<file path="config.mk">
export PLATFORM = sky130hd
export DESIGN_NAME = npc_ctrl
export DESIGN_NICKNAME = d
export VERILOG_FILES = /design/src/rtl/npc_ctrl.sv
export SDC_FILE = /design/constraint.sdc
export NUM_CORES = 1
export LEC_CHECK = 0
export CAP_MARGIN = 40
export CORE_MARGIN = 2
export CORE_UTILIZATION = 55
export CTS_BUF_LIST = sky130_fd_sc_hd__clkbuf_16
export CTS_CLUSTER_DIAMETER = 30
export DETAILED_ROUTE_END_ITERATION = 8
export DONT_BUFFER_PORTS = 1
export PLACE_DENSITY = 0.74
export SLEW_MARGIN = 25
export SYNTH_ARGS = -nofsm -noshare
export SYNTH_HDL_FRONTEND = slang
export SYNTH_SLANG_ARGS = --single-unit
</file>
<file path="constraint.sdc">
create_clock -name clk -period 3.44 [get_ports clk]
set_input_delay 0.172 -clock clk [delete_from_list [all_inputs] [get_ports clk]]
set_output_delay 0.172 -clock clk [all_outputs]
set_load 0.01 [all_outputs]
</file>
<file path="src/rtl/npc_ctrl.sv">
// npc_ctrl: multi-cycle sequencer for the NPC core.
// Owns the PC and instruction register, fetches over a req/ready handshake,
// then walks each instruction through DECODE, EXEC, optional MEM and WB.
// Stops the core on ebreak, an illegal type code or a misaligned next PC.
//
// Handshake rule (imem and dmem alike): a request is decoded from the state
// register, so it stays high with its address/we stable until ready is
// sampled high on a rising edge; the transfer completes on that edge, and
// ready may arrive in the same cycle the request rises (zero-wait).
module npc_ctrl #(
  parameter logic [31:0] RESET_PC     = 32'h8000_0000,
  // Reset value of the retired counter; lets a bench start near the wrap.
  parameter logic [31:0] RETIRED_INIT = 32'h0000_0000
) (
  input  logic        clk,
  input  logic        rst_n,
  output logic        imem_req,
  output logic [31:0] imem_addr,
  input  logic        imem_ready,
  input  logic [31:0] imem_rdata,
  output logic [31:0] inst,
  input  logic [2:0]  inst_type,
  input  logic        op_load,
  input  logic        op_store,
  input  logic        op_ebreak,
  input  logic [31:0] next_pc,
  output logic        dmem_req,
  output logic        dmem_we,
  input  logic        dmem_ready,
  output logic        rf_we,
  output logic [31:0] pc,
  output logic [2:0]  state,
  output logic [31:0] retired,
  output logic        halt,
  output logic [1:0]  halt_code
);

  typedef enum logic [2:0] {
    S_FETCH  = 3'd0,
    S_DECODE = 3'd1,
    S_EXEC   = 3'd2,
    S_MEM    = 3'd3,
    S_WB     = 3'd4,
    S_HALT   = 3'd5
  } state_t;

  localparam logic [1:0] CODE_NONE      = 2'd0;
  localparam logic [1:0] CODE_EBREAK    = 2'd1;
  localparam logic [1:0] CODE_ILLEGAL   = 2'd2;
  localparam logic [1:0] CODE_MISALIGN  = 2'd3;

  state_t      state_q, state_d;
  logic [1:0]  code_q, code_d;
  logic [31:0] pc_q, inst_q, retired_q;

  logic type_illegal;
  logic pc_misaligned;
  logic type_writes_rd;
  logic retire;

  // Type N (110) and the unused code 111 both halt the core.
  assign type_illegal   = inst_type[2] & inst_type[1];
  assign pc_misaligned  = |next_pc[1:0];
  // R, I, U and J write a destination register; S and B do not.
  assign type_writes_rd = (inst_type == 3'b000) || (inst_type == 3'b001) ||
                          (inst_type == 3'b100) || (inst_type == 3'b101);
  assign retire         = (state_q == S_WB) && !pc_misaligned;

  // Next-state and halt-code selection.
  always_comb begin
    state_d = state_q;
    code_d  = code_q;
    case (state_q)
      S_FETCH: begin
        if (imem_ready) state_d = S_DECODE;
      end
      S_DECODE: begin
        if (op_ebreak) begin
          state_d = S_HALT;
          code_d  = CODE_EBREAK;
        end else if (type_illegal) begin
          state_d = S_HALT;
          code_d  = CODE_ILLEGAL;
        end else begin
          state_d = S_EXEC;
        end
      end
      S_EXEC: begin
        if (op_load || op_store) state_d = S_MEM;
        else                     state_d = S_WB;
      end
      S_MEM: begin
        if (dmem_ready) state_d = S_WB;
      end
      S_WB: begin
        if (pc_misaligned) begin
          state_d = S_HALT;
          code_d  = CODE_MISALIGN;
        end else begin
          state_d = S_FETCH;
        end
      end
      S_HALT: begin
        state_d = S_HALT;
      end
      default: begin
        state_d = S_HALT;
        code_d  = CODE_ILLEGAL;
      end
    endcase
  end

  // State register and sticky halt code.
  always_ff @(posedge clk or negedge rst_n) begin
    if (!rst_n) begin
      state_q <= S_FETCH;
      code_q  <= CODE_NONE;
    end else begin
      state_q <= state_d;
      code_q  <= code_d;
    end
  end

  // Architectural registers: PC, instruction register, retired counter.
  always_ff @(posedge clk or negedge rst_n) begin
    if (!rst_n) begin
      pc_q      <= RESET_PC;
      inst_q    <= 32'h0000_0000;
      retired_q <= RETIRED_INIT;
    end else begin
      if (state_q == S_FETCH && imem_ready) inst_q <= imem_rdata;
      if (retire) begin
        pc_q      <= next_pc;
        retired_q <= retired_q + 32'd1;
      end
    end
  end

  // Requests are gated by rst_n so they drop the instant reset asserts.
  assign imem_req  = rst_n && (state_q == S_FETCH);
  assign imem_addr = pc_q;
  assign dmem_req  = rst_n && (state_q == S_MEM);
  assign dmem_we   = rst_n && (state_q == S_MEM) && op_store;
  assign rf_we     = rst_n && retire && type_writes_rd;

  assign inst      = inst_q;
  assign pc        = pc_q;
  assign retired   = retired_q;
  assign state     = state_q;
  assign halt      = (state_q == S_HALT);
  assign halt_code = code_q;

endmodule

</file>
# Word level (Yosys, flattened, before mapping)
# Index checks and enable logic that the tools add are counted.
# op_classes
addsub,1
mul,0
n_div,0
order_cmp,0
eq_ne,12
shifts,0
muxes,11
bitwise,2
reduce_logical,18
# ops
cell,count
adder 32 x 1 -> 32 bit (second input constant),1
2-to-1 mux 3 bit,6
case mux 3 bit (5 select lines),1
equality test 3 bit (second input constant),4
logical AND 1 bit,7
equality test 3 x 1 -> 1 bit (second input constant),2
equality test 3 x 2 -> 1 bit (second input constant),2
zero test 3 bit,2
2-to-1 mux 2 bit,3
inequality test 2 bit (second input constant),3
case mux 2 bit (3 select lines),1
logical OR 1 bit,4
OR reduction 4 bit,1
inequality test 3 bit (second input constant),1
AND reduction 3 bit,1
AND reduction 2 bit,1
OR reduction 2 bit,1
bitwise AND 1 bit,1
zero test 1 bit,1
inverter 1 bit,1
# totals
ff_bits,101
latchBits,0
ramBits,0
romBits,0
out_inout_bits,138
wordCells,49
memories,0

# Longest topological paths before layout
# depth
ltp_word,5
ltp_mapped,5
mapped_depth_nobuf,5

# Worst setup path after synthesis
# No wires, ideal clock.
# synth_timing
path_type,register to register
from,register state_q[0] (netlist: state[0])
to,register pc_q[10] (netlist: imem_addr[10])
setup_time_ns,0.128
arrival_ns,1.552
t_required_ns,3.312
path_slack_ns,1.761
stages_incl_launch_ff,6
period_less_slack_ns,1.679
path_cell_list,dfrtp_1 > nor4_4 > and2_1 > buf_2 > buf_4 > mux2_1
# synth_via
elab_chain_len,2
# synth_rtl
item,line_no,text
"start, declared",52,"state_t state_q, state_d;"
"start signal, assigned",119,state_q <= state_d;
equality test 3 bit,67,assign retire = (state_q == S_WB) && !pc_misaligned;
logical AND 1 bit,67,
"end signal, assigned",133,pc_q <= next_pc;
"end, declared",54,"logic [31:0] pc_q, inst_q, retired_q;"
# Every way passes these cells.
# A chain may end at the register's enable or synchronous reset.

# Worst setup path in the final report
# layout_timing
from,register state_q[0] (netlist: state[0])
to,register pc_q[3] (netlist: imem_addr[3])
# Same word-level chain as after synthesis.

==> impl_metrics.csv <==
group,metric,value,unit
setup_path,crit_required,3.64,ns
global_routing,grt_pass1_wl,14.59,mm
yosys,ys_seq_area_share,55.51,%
global_routing,first_global_vias,2740,
clock_network,root_buffer,"clkbuf_16",
place,place_hpwl,6.254,mm
yosys,syn_nets,424,
yosys,synth_area,4556,um^2
floorplan,chipHeight,95.01,um
setup_path,reg2reg_from,"state[0]",
yosys,ys_seq_elements,101,
flow_run,cap_violations,0,
clock_network,ctsResizeCount,0,
pwr,power_density,464.3,nW/um^2
setup_path,worstRegToRegCells,4,
global_routing,grt_max_degree,102,
yosys,synthTopCellsByArea,"dfrtp_1 (55%), mux2_2 (7.9%), mux2_1 (7.7%)",
yosys,yosysUniqueCellTypes,46,
floorplan,core_area,8134,um^2
route,vias,2749,
min_path,hold_path_end,"imem_addr[10]",
place,place_inst,409,
timing,layout_min_cycle_time,2.157,ns
floorplan,dieArea,9027,um^2
yosys,syn_inst,349,
floorplan,initial_core_util,56.01,%
final_layout,n_fill_cell,604,
route,met3_length,778,um
setup_path,cp_max_fo,30,
route,drt-total-wl,9.878,mm
final_layout,fin_area,5303,um^2
timing,worst_slew_pin_slew,0.5998,ns
yosys,yosysMostFrequentCell,"dfrtp_1",
route,wl_per_cell,20.24,um
min_path,hold_class,"primary input to register",
timing,fin_hold_ws,0.01811,ns
setup_path,critPathLaunchType,"register",
final_layout,nets,453,
route,vias_per_cell,5.633,
route,routed.top_layer,"met4",
clock_network,post_cts_buffers,0,
setup_path,rr_endpoint,"imem_addr[3]",
setup_path,worstSetupEndpointType,"register",
floorplan,die_x,95.01,um
clock_network,clk_latency,0.34,ns
timing,max_freq,463.7,MHz
place,portBuffers,0,
place,placed_area,4374,um^2
floorplan,fp-row-count,33,
yosys,synth_edf_count,0,
pwr,leakagePower,2.570,nW
yosys,syn_area_per_cell,13.05,um^2
route,dr_wl_met2,5.071,mm
route,drtPass1Iterations,4,
yosys,yosysTopAreaCellShare,54.93,%
clock_network,numCtsBuffers,9,
timing,tns,0,ns
floorplan,ioPinCount,212,
clock_network,postCtsHoldBufs,62,
min_path,min-delay-start,"next_pc[10]",
timing,relSlewSlack,60.02,%
setup_path,cp_data_arrival_time,2.35,ns
final_layout,drive_gt1_share,17.23,%
yosys,yosysWarnings,0,
clock_network,clkSinkCount,101,
pwr,p_total,0.002462,W
yosys,ys_async_sr_fraction,100.0,%
run_status,status,"completed",
final_layout,area_growth,16.40,%
final_layout,insertedDiodeCount,0,
yosys,synth_flop_cell,"dfrtp_1",
min_path,hold_path_depth,1,
timing,rsz0062_at_grt,"no",
setup_path,worstSetupPathType,"register to register",
timing,hold_viol,0,
clock_network,clockBufferDepth,2,
yosys,synth_area_leader_cell,"dfrtp_1",
timing,min_period_over_period,62.70,%
timing,fin_skew,0.01202,ns
clock_network,h-tree-depth,3,
global_routing,grtUsageTotal,21.72,%
pwr,irDropWorstVdd,263.0,uV
yosys,synth_commonest_cells,"dfrtp_1 (100), buf_4 (36), mux2_2 (32)",
route,drt_iter0_drc,78,
route,drcViolationCount,0,
clock_network,cts_tree,"built",
setup_path,r2r_slack,1.28,ns
clock_network,clkSlewWorstSetupHoldPaths,0.07,ns
timing,drv_slew,0,
route,ant_nets,0,
route,wl_met1,3.876,mm
timing,report.final.setup_viol,0,
global_routing,overflow,0,
global_routing,antenna_found_initial,0,
place,place.gp.congestion,0.7404,
final_layout,instances_no_fill,488,
through the flow:
stage               setup slack (ns)  utilization, %
floorplan                      1.761               -
global placement               1.403           53.78
detailed placement             1.338           53.78
CTS                            1.322           65.07
global route                   1.184           65.19
finish                         1.283           65.19
cell families (layout without fill, tap and decap cells):
family	Yosys count	count (layout)	share of synthesized area, %
simple gates	85	85	12.69
buf+inv	52	86	7.608
compound gates	16	16	2.390
fa+ha+maj	1	1	0.2746
mux	63	63	15.57
flops	101	101	55.51
xor+xnor	31	31	5.960
registers in the layout (all words and copies together) (netlist names):
| register | cells |
|---|---|
| inst | 32 |
| halt_code | 2 |
| imem_addr | 32 |
| retired | 32 |
| state | 3 |
report_power, final:
part | switching, W | internal [W] | total (W)
Combinational | 0.0000584 | 0.0000914 | 0.000150
Clock | 0.000443 | 0.000499 | 0.000942
Sequential | 0.000119 | 0.00125 | 0.00137
worst max-delay path by stage:
stage / startpoint / endpoint / slack (ns) / depth (start not counted)
after floorplan: state[0] / imem_addr[10] / 1.76 / 5
after global placement: state[0] / imem_addr[2] / 1.40 / 4
after detailed placement: state[0] / imem_addr[10] / 1.34 / 4
after CTS: state[1] / rf_we / 1.32 / 3
after global routing: state[1] / imem_addr[3] / 1.18 / 4
final: state[0] / imem_addr[3] / 1.28 / 4
critical path, stage by stage, from the launching register on:
cell,delay [ns]
dfrtp_1,0.60
nor4_4,0.42
and2_1,0.21
buf_4,0.37
mux2_1,0.40
metal layers:
metal	vias up	track usage, %
li1	1251	-
met1	1364	25.59
met2	119	37.06
met3	15	6.719
met4	0	8.816
met5	-	0
layout make-up:
cell class	count	area (um^2)	share of cell area [%]
inverters	5	18.77	0.3539
repair buffers	65	663.1	12.51
clock buffers	9	225.2	4.247
flip-flops and latches	101	2529	47.69
multi-input cells	196	1680	31.69
clock inverters	7	55.05	1.038
well taps	105	131.4	2.478
cells in the final DEF, fill, tap and decap left out, drive strengths merged, types with 2 or more instances in the layout:
master / n
nand4: 9
nor4: 8
and2: 9
nand3: 10
nor2: 7
o21ai: 2
nand2: 14
inv: 8
and3: 5
clkbuf: 9
nand4b: 2
clkinv: 3
nor2b: 2
nand2b: 2
and4: 6
a21oi: 4
dfrtp: 100
mux2: 63
dlygate4sd3: 62
nor3: 7
xor2: 14
buf: 3
xnor2: 17
(Power assumes the default switching activity.)
